[src/rtl/alu_pkg.sv]
// Shared types, constants and the CRC3 helper for the ALU output stage.
package alu_pkg;

  localparam int unsigned FRAME_BITS    = 11;
  localparam int unsigned RESULT_FRAMES = 5;
  localparam int unsigned ERR_FRAMES    = 1;

  // err_flags layout: {ERR_DATA,ERR_CRC,ERR_OP} twice, high copy first
  localparam int unsigned ERR_OP_LO   = 0;
  localparam int unsigned ERR_CRC_LO  = 1;
  localparam int unsigned ERR_DATA_LO = 2;
  localparam int unsigned ERR_OP_HI   = 3;
  localparam int unsigned ERR_CRC_HI  = 4;
  localparam int unsigned ERR_DATA_HI = 5;

  typedef enum logic {
    TT_DATA = 1'b0,
    TT_CTL  = 1'b1
  } transfer_type_t;

  typedef struct packed {
    transfer_type_t ftype;
    logic [7:0]     data;
  } frame_t;

  // CRC3, poly x^3+x+1, init 0, non-reflected, MSB first
  function automatic logic [2:0] crc3_calc(input logic [36:0] msg);
    logic [2:0] crc;
    logic       fb;
    crc = 3'b000;
    for (int i = 36; i >= 0; i--) begin
      fb  = crc[2] ^ msg[i];
      crc = {crc[1:0], 1'b0} ^ (fb ? 3'b011 : 3'b000);
    end
    return crc;
  endfunction

endpackage

[src/rtl/alu_tx_frame.sv]
// Shifts one 11-bit frame {start,type,data[7:0],stop} onto sout at CLKS_PER_BIT pacing.
module alu_tx_frame
  import alu_pkg::*;
#(
  parameter int unsigned CLKS_PER_BIT = 1
) (
  input  logic   clk,
  input  logic   rst,
  input  logic   load,
  input  frame_t frame,
  output logic   sout,
  output logic   frame_done_c,
  output logic   pre_done_c
);

  localparam int unsigned BAUD_W   = (CLKS_PER_BIT > 1) ? $clog2(CLKS_PER_BIT) : 1;
  localparam int unsigned BIT_W    = 4;
  localparam int unsigned LAST_BIT = FRAME_BITS - 1;
  // Cycle just before the final stop-bit cycle
  localparam int unsigned PRE_BIT  = (CLKS_PER_BIT == 1) ? LAST_BIT - 1 : LAST_BIT;
  localparam int unsigned PRE_BAUD = (CLKS_PER_BIT == 1) ? 0 : CLKS_PER_BIT - 2;

  logic [BAUD_W-1:0]     baud_cnt;
  logic [BIT_W-1:0]      bit_cnt;
  logic [FRAME_BITS-2:0] rest;
  logic                  active;
  logic                  baud_end_c;

  assign baud_end_c   = (baud_cnt == BAUD_W'(CLKS_PER_BIT - 1));
  assign frame_done_c = active && baud_end_c && (bit_cnt == BIT_W'(LAST_BIT));
  assign pre_done_c   = active && (bit_cnt == BIT_W'(PRE_BIT)) &&
                        (baud_cnt == BAUD_W'(PRE_BAUD));

  always_ff @(posedge clk or posedge rst) begin
    if (rst) begin
      sout     <= 1'b1;
      active   <= 1'b0;
      baud_cnt <= '0;
      bit_cnt  <= '0;
      rest     <= '1;
    end else if (load) begin
      sout     <= 1'b0;
      active   <= 1'b1;
      baud_cnt <= '0;
      bit_cnt  <= '0;
      rest     <= {frame.ftype, frame.data, 1'b1};
    end else if (active) begin
      if (!baud_end_c) begin
        baud_cnt <= baud_cnt + 1'b1;
      end else begin
        baud_cnt <= '0;
        if (bit_cnt == BIT_W'(LAST_BIT)) begin
          active  <= 1'b0;
          sout    <= 1'b1;
          bit_cnt <= '0;
        end else begin
          bit_cnt <= bit_cnt + 1'b1;
          sout    <= rest[FRAME_BITS-2];
          rest    <= {rest[FRAME_BITS-3:0], 1'b1};
        end
      end
    end
  end

endmodule

[src/rtl/alu_sout_serializer.sv]
// ALU output stage: accepts a result or error, sequences its frames onto sout.
module alu_sout_serializer
  import alu_pkg::*;
#(
  parameter int unsigned CLKS_PER_BIT = 1
) (
  input  logic        clk,
  input  logic        rst,
  input  logic        in_valid,
  output logic        in_ready,
  input  logic [31:0] c_in,
  input  logic [3:0]  flags_in,
  input  logic        err_in,
  input  logic [5:0]  err_flags,
  output logic        sout,
  output logic        busy
);

  localparam int unsigned FCNT_W = 3;
  localparam logic [FCNT_W-1:0] LAST_RESULT = FCNT_W'(RESULT_FRAMES - 1);
  localparam logic [FCNT_W-1:0] LAST_ERR    = FCNT_W'(ERR_FRAMES - 1);

  typedef enum logic {
    S_IDLE = 1'b0,
    S_SEND = 1'b1
  } state_t;

  state_t            state, state_d;
  logic [FCNT_W-1:0] frame_cnt, frame_cnt_d;
  logic              in_ready_d;
  logic [31:0]       c_q;
  logic [3:0]        flags_q;
  logic              err_q;

  logic              accept_c;
  logic              load_c;
  frame_t            load_frame_c;
  logic [FCNT_W-1:0] last_idx_c;
  logic [2:0]        crc_c;
  logic [7:0]        err_byte_c;
  logic              frame_done_c;
  logic              pre_done_c;

  assign crc_c      = crc3_calc({c_q, 1'b0, flags_q});
  assign last_idx_c = err_q ? LAST_ERR : LAST_RESULT;
  assign busy       = ~in_ready;

  // Error payload goes straight into the shifter, so it is built from the live inputs
  always_comb begin
    err_byte_c      = {1'b1, err_flags[ERR_DATA_HI], err_flags[ERR_CRC_HI], err_flags[ERR_OP_HI],
                       err_flags[ERR_DATA_LO], err_flags[ERR_CRC_LO], err_flags[ERR_OP_LO], 1'b0};
    err_byte_c[0]   = ^err_byte_c[7:1];
  end

  always_ff @(posedge clk or posedge rst) begin
    if (rst) begin
      state     <= S_IDLE;
      frame_cnt <= '0;
      in_ready  <= 1'b1;
      c_q       <= '0;
      flags_q   <= '0;
      err_q     <= 1'b0;
    end else begin
      state     <= state_d;
      frame_cnt <= frame_cnt_d;
      in_ready  <= in_ready_d;
      if (accept_c) begin
        c_q     <= c_in;
        flags_q <= flags_in;
        err_q   <= err_in;
      end
    end
  end

  always_comb begin
    state_d            = state;
    frame_cnt_d        = frame_cnt;
    in_ready_d         = in_ready;
    accept_c           = 1'b0;
    load_c             = 1'b0;
    load_frame_c.ftype = TT_DATA;
    load_frame_c.data  = 8'h00;
    case (state)
      S_IDLE: begin
        if (in_valid && in_ready) begin
          accept_c    = 1'b1;
          load_c      = 1'b1;
          state_d     = S_SEND;
          frame_cnt_d = '0;
          in_ready_d  = 1'b0;
          if (err_in) begin
            load_frame_c.ftype = TT_CTL;
            load_frame_c.data  = err_byte_c;
          end else begin
            load_frame_c.data  = c_in[31:24];
          end
        end
      end
      S_SEND: begin
        if (frame_cnt > last_idx_c) begin
          state_d    = S_IDLE;
          in_ready_d = 1'b1;
        end else if (frame_cnt == last_idx_c) begin
          // Release the handshake for the final stop-bit cycle so a new start bit can follow directly
          if (pre_done_c) begin
            state_d    = S_IDLE;
            in_ready_d = 1'b1;
          end
        end else if (frame_done_c) begin
          load_c      = 1'b1;
          frame_cnt_d = frame_cnt + 1'b1;
          case (frame_cnt)
            3'd0:    load_frame_c.data = c_q[23:16];
            3'd1:    load_frame_c.data = c_q[15:8];
            3'd2:    load_frame_c.data = c_q[7:0];
            default: begin
              load_frame_c.ftype = TT_CTL;
              load_frame_c.data  = {1'b0, flags_q, crc_c};
            end
          endcase
        end
      end
      default: begin
        state_d    = S_IDLE;
        in_ready_d = 1'b1;
      end
    endcase
  end

  alu_tx_frame #(
    .CLKS_PER_BIT(CLKS_PER_BIT)
  ) u_tx (
    .clk         (clk),
    .rst         (rst),
    .load        (load_c),
    .frame       (load_frame_c),
    .sout        (sout),
    .frame_done_c(frame_done_c),
    .pre_done_c  (pre_done_c)
  );

endmodule

[config.mk]
export PLATFORM = sky130hd
export DESIGN_NAME = alu_sout_serializer
export DESIGN_NICKNAME = d
export VERILOG_FILES = /design/src/rtl/alu_pkg.sv /design/src/rtl/alu_tx_frame.sv /design/src/rtl/alu_sout_serializer.sv
export SDC_FILE = /design/constraint.sdc
export NUM_CORES = 1
export LEC_CHECK = 0
export CORE_MARGIN = 2
export CORE_UTILIZATION = 58
export DETAILED_ROUTE_END_ITERATION = 10
export PLACE_DENSITY_LB_ADDON = 0.15
export SLEW_MARGIN = 30
export SYNTH_ARGS = -nofsm -noshare
export SYNTH_HDL_FRONTEND = slang
export SYNTH_HIERARCHICAL = 1
export SYNTH_SLANG_ARGS = --single-unit
[constraint.sdc]
create_clock -name clk -period 7 [get_ports clk]
set_clock_uncertainty 0.15 [all_clocks]
set_input_delay 0.7 -clock clk [delete_from_list [all_inputs] [get_ports clk]]
set_output_delay 0.7 -clock clk [all_outputs]
set_load 0.01 [all_outputs]
After elaboration in Yosys (flattened, before gate mapping)
Cells that the tools add are included.
{ "totals": {"out_inout_bits": 3, "mem_bits_ro": 0, "mem_count": 0, "ramBits": 0, "latch_bits": 0, "ff_bits": 59} }
{ "classes": {"magnitude_cmp": 1, "shifts": 0, "n_bitwise": 74, "mux": 86, "addsub": 3, "n_eq_ne": 13, "reduce_logical": 13, "div_mod_pow": 0, "multipliers": 0} }
{ "ops": {"columns": ["cell", "count"], "rows": [
  ["XOR 3 x 2 -> 3 bit", 36],
  ["two-way mux 2 bit", 37],
  ["two-way mux 10 bit", 4],
  ["two-way mux 9 bit", 4],
  ["XOR 1 bit", 34],
  ["two-way mux 1 bit", 25],
  ["one-hot mux 8 bit (3 select lines)", 1],
  ["one-hot mux 9 bit (2 select lines)", 1],
  ["two-way mux 4 bit", 4],
  ["two-way mux 3 bit", 5],
  ["inequality test 2 bit (second input constant)", 5],
  ["== test 4 bit (second input constant)", 2],
  ["two-way mux 8 bit", 1],
  ["XOR reduction 7 bit", 1],
  ["inequality test 3 x 1 -> 1 bit (second input constant)", 2],
  ["one-hot mux 1 bit (2 select lines)", 3],
  ["one-hot mux 3 bit (2 select lines)", 1],
  ["AND reduction 3 bit", 2],
  ["logical AND 1 bit", 5],
  ["adder 4 x 1 -> 4 bit (second input constant)", 1],
  ["AND reduction 4 bit", 1],
  ["adder 3 x 1 -> 3 bit (second input constant)", 1],
  ["== test 3 x 1 -> 1 bit (second input constant)", 1],
  ["== test 3 x 2 -> 1 bit (second input constant)", 1],
  ["other kinds (10)", 12]
]} }

Logic depth before layout (Yosys ltp)
{ "depth": {"depth_word": 113, "depth_mapped": 10} }

Modules after synthesis
Netlist, hierarchy kept.
{ "by_module_without_submodules": {"columns": ["mod", "area_per_inst_um2", "instances", "cells_each", "seq_area_each_um2"], "rows": [
  ["alu_sout_serializer", 2416.1, 1, 278, 1052.3],
  ["alu_tx_frame", 795.8, 1, 83, 387.9]
]} }

Least setup slack after synthesis
No wires, ideal clock.
{ "synth_path": {"path_kind": "flip-flop to flip-flop", "startpoint": "register frame_cnt[0]", "endpoint": "register u_tx.bit_cnt[0]", "t_arrival_ns": 1.977, "setup_ns": 0.096, "required_time_ns": 6.754, "setup_slack_ns": 4.777, "path_stages_with_launch": 10, "synth_period_minus_slack_ns": 2.223, "path_cell_list": "dfrtp_1 inv_1 ha_1 clkbuf_1 nand2_1 nand4_1 clkbuf_1 nand2_1 clkbuf_1 o31ai_1"} }
{ "synth_between": {"elab_chain_len": 6} }
{ "synth_rtl": {"columns": ["item", "line_no", "rtl"], "rows": [
  ["start: declaration", "alu_sout_serializer.sv:29", "logic [FCNT_W-1:0] frame_cnt, frame_cnt_d;"],
  ["start signal: assignment", "alu_sout_serializer.sv:65", "frame_cnt <= frame_cnt_d;"],
  ["parallel branches: the longest is 2 deep, another holds > comparator 3 bit", null, null],
  ["two-way mux 1 bit *", "alu_sout_serializer.sv:100", "if (frame_cnt > last_idx_c) begin"],
  ["one-hot mux 1 bit (2 select lines) *", "alu_sout_serializer.sv:83", "case (state)"],
  ["via load_c", "alu_sout_serializer.sv:36", "logic load_c;"],
  ["inequality test 2 bit (no source line) / nonzero test 2 bit (equally long branches)", null, null],
  ["AND reduction 2 bit (no source line)", null, null],
  ["end signal: assignment", "alu_tx_frame.sv:57", "bit_cnt <= bit_cnt + 1'b1;"],
  ["end: declaration", "alu_tx_frame.sv:24", "logic [BIT_W-1:0] bit_cnt;"]
]} }
Mark *: on every way through the listed nets, which the timed path passes.
A chain may end at the register's enable or synchronous reset.

==> results.cfg <==
[run_status]
outcome = finished, final reports clean

[final_layout]
final_layout_size_suffix_gt1_share_pct = 8.148
final_cell_count_no_fill = 477
layout.nets = 452
antenna-diode-count = 0
final_core_util_pct = 71.66
synthToLayoutAreaGrowth_pct = 21.35

[sta]
period_needed_ps = 2794
setup_viol = 0
post-route-period-util_pct = 39.92
max_slew_violation_count = 0
tns_ps = 0
timing.slew.headroom_pct = 47.32
measured_slew_at_the_worst_slew_check_pin_ps = 783.5
fmax_ghz = 0.3579
rsz0062_at_grt = false
final-hold-violation-count = 0

[synthesis]
synthesis.instances = 361
post_synth_edffs = 0
seq_area_frac_synth_pct = 44.84
synthesis.area_per_instance_um2 = 8.897
async_reset_ff_share_pct = 100.0
synth-warning-count = 6
synthFlopType = sky130_fd_sc_hd__dfrtp_1
mappedNetlistNets = 412
synth_cell_type_count = 43
synth.ff_latch_count = 57
post_synth_instance_area_um2 = 3212

[global_route]
grt_antenna_before_repair = 0
grt_pass1_wl_mm = 12.25
number_of_global_route_vias_before_repair = 2678
grt_max_degree = 48
gr-total-overflow = 0
gr-usage-all-layers_pct = 25.90

[detailed_routing]
detail-route-antenna-nets = 0
drt_pass1_iterations = 6
vias = 2649
post_drt_via_cell_ratio = 5.553
drt_iter0_drc = 228
wirelength_mm = 7.142
detail_route.drc_violations = 0
routed_wire_length_per_instance_um = 14.97

[worst_setup_path]
required_ps = 7100
arrival_ps = 2900
crit_path_end_kind = register
r2r_setup_slack_ps = 4210
crit_fanout = 18
worstSetupPathType = register to register
startpoint_types = register
timing.reg2reg.worst_path_depth = 8
regToRegStartpoint = u_tx/active
regToRegEndpoint = u_tx/rest[1]

[floorplan]
design.portCount = 49
die_x_um = 78.42
initial_utilization_pct = 59.05
die_span_in_y_um = 78.42
design.die.area_um2 = 6149
core_um2 = 5439
std_cell_rows = 27

[flow_run]
max_cap_violations = 0

[worst_hold_path]
cell_count_of_the_worst_hold_path = 2
holdCritPathClass = register to register
hold_start = u_tx/rest[5]
holdPathEnd = u_tx/rest[5]

[clocking]
cts_made_buffers = 9
cts_num_sinks = 57
insertion_delay_ps = 340
cts-hold-fix-buffers = 0
max-clock-path-buffers = 2
worst_setup_hold_path_clk_slew_ps = 60
ctsHtreeMaxLevel = 3
cts_tree = built
post-cts-setup-buffer-count = 0
cts.root.buffer_cell = sky130_fd_sc_hd__clkbuf_8
cts-resized-gates = 0

[pwr]
power_frac_seq_pct = 30.7
clock_power_share_pct = 14.4
internal-power_w = 0.001361
power_switching_w = 0.0007791
power_per_cell_area_nw_per_um2 = 549.0
p_sw_share_pct = 36.41
power_frac_comb_pct = 54.9
leakage_power_summed_over_all_cells_nw = 1.794
vdd.ir_drop.worst_mv = 0.3457

[placement]
dp.final_hpwl_mm = 5.155
buffer_ports.inserted = 48
post-place-cells = 462
globalplace.congestion = 0.7905
==> power groups by stage <==
stage                     sequential [W]  clock [W]  combinational, W
after floorplan                 0.000604          0          0.000978
after global placement          0.000652          0           0.00113
after detailed placement        0.000660          0           0.00117
after CTS                       0.000655   0.000312           0.00118
after global routing            0.000680   0.000327           0.00127
final                           0.000657   0.000309           0.00117
==> registers in the layout (all words and copies together), names as in the netlist <==
name,count
u_tx/bit_cnt,4
u_tx/sout,1
err_q,1
state,1
u_tx/rest,9
flags_q,4
c_q,32
frame_cnt,3
in_ready,1
u_tx/active,1
==> worst max path at each step <==
| stage | start | to | slack (ps) | cells after the start |
|---|---|---|---|---|
| 6_report | u_tx/active | u_tx/rest[1] | 4210 | 8 |
| 2_1_floorplan | frame_cnt[0] | u_tx/bit_cnt[0] | 4780 | 9 |
| 3_5_place_dp | in_valid | u_tx/bit_cnt[0] | 3990 | 6 |
| 4_1_cts | u_tx/active | u_tx/rest[1] | 4210 | 8 |
| 5_1_grt | u_tx/active | u_tx/rest[4] | 3930 | 6 |
| 3_3_place_gp | in_valid | u_tx/bit_cnt[0] | 4060 | 6 |
==> critical path, stage by stage (launching register included) <==
cell and delay, ps:
sky130_fd_sc_hd__dfrtp_1 700, sky130_fd_sc_hd__nand2_1 180, sky130_fd_sc_hd__nor3_1 160, sky130_fd_sc_hd__nand4_1 450, sky130_fd_sc_hd__or3_1 510, sky130_fd_sc_hd__or2_2 300, sky130_fd_sc_hd__o221ai_1 80, sky130_fd_sc_hd__nand2_1 70
sky130_fd_sc_hd__o21ai_0 100
==> routing by layer <==
metal,up-vias,global-route usage [%],part of all wire (%)
li1,1286,-,-
met1,1265,31.91,42
met2,78,43.71,50
met3,20,4.713,4.7
met4,0,13.16,2.6
met5,-,0,0
==> final cells by class <==
class | instances | area, µm²
multi-input combinational | 270 | 1624
fill | 429 | 1541
sequential | 57 | 1440
timing repair buffer | 51 | 503.0
clock buffer | 12 | 155.1
tap | 72 | 90.09
inverter | 12 | 45.04
clock inverter | 3 | 40.04
==> cells in the mapped netlist (2+ instances only) <==
cell type	instances	area (µm²)
sky130_fd_sc_hd__or3_1	3	18.77
sky130_fd_sc_hd__o22ai_1	5	31.28
sky130_fd_sc_hd__clkbuf_1	17	63.81
sky130_fd_sc_hd__nor2b_1	8	50.05
sky130_fd_sc_hd__dfrtp_1	46	1151
sky130_fd_sc_hd__buf_6	2	22.52
sky130_fd_sc_hd__nand2_1	114	427.9
sky130_fd_sc_hd__o31ai_1	2	15.01
sky130_fd_sc_hd__inv_1	12	45.04
sky130_fd_sc_hd__xor2_1	6	52.55
sky130_fd_sc_hd__ha_1	5	62.56
sky130_fd_sc_hd__nand2b_1	3	18.77
sky130_fd_sc_hd__a21oi_1	18	90.09
sky130_fd_sc_hd__a31oi_1	8	50.05
sky130_fd_sc_hd__xnor3_1	4	90.09
sky130_fd_sc_hd__mux2i_1	7	70.07
sky130_fd_sc_hd__nor3_1	2	10.01
sky130_fd_sc_hd__a222oi_1	8	80.08
sky130_fd_sc_hd__o21ai_0	18	90.09
sky130_fd_sc_hd__nor2_1	8	30.03
sky130_fd_sc_hd__nand3_1	4	20.02
sky130_fd_sc_hd__dfstp_2	11	289.0
sky130_fd_sc_hd__xnor2_1	30	262.8
==> cells by family after synthesis <==
logic type / count (synthesis) / synth area share (%)
compound gates: 65 / 12.74
xor+xnor: 41 / 13.36
fa+ha+maj: 5 / 1.948
buf+inv: 34 / 4.596
flops: 57 / 44.84
mux: 7 / 2.182
simple gates: 152 / 20.34
==> metrics by stage <==
step                hold slack, ps  instance area, µm²  setup slack, ps  power [W]
global placement             327.1                3702             4059   0.001779
floorplan                    315.2                3212             4777   0.001583
finish                       343.5                3897             4206   0.002140
CTS                          340.3                3897             4212   0.002145
global route                 356.1                3897             3930   0.002279
detailed placement           331.4                3702             3990   0.001825
==> cells in the final DEF (no fill, tap or decap), types with 6 or more instances in the layout <==
cell type and count:
sky130_fd_sc_hd__clkdlybuf4s50_1 48, sky130_fd_sc_hd__clkbuf_8 11, sky130_fd_sc_hd__a222oi_1 8, sky130_fd_sc_hd__o21ai_0 18, sky130_fd_sc_hd__dfrtp_1 46, sky130_fd_sc_hd__mux2i_1 7
sky130_fd_sc_hd__xnor2_1 30, sky130_fd_sc_hd__inv_1 12, sky130_fd_sc_hd__a21oi_1 18, sky130_fd_sc_hd__dfstp_2 11, sky130_fd_sc_hd__nand2_1 114, sky130_fd_sc_hd__xor2_1 6
sky130_fd_sc_hd__nor2_1 8, sky130_fd_sc_hd__nor2b_1 8, sky130_fd_sc_hd__a31oi_1 8
Note: power is estimated with default switching activity, not from simulation.
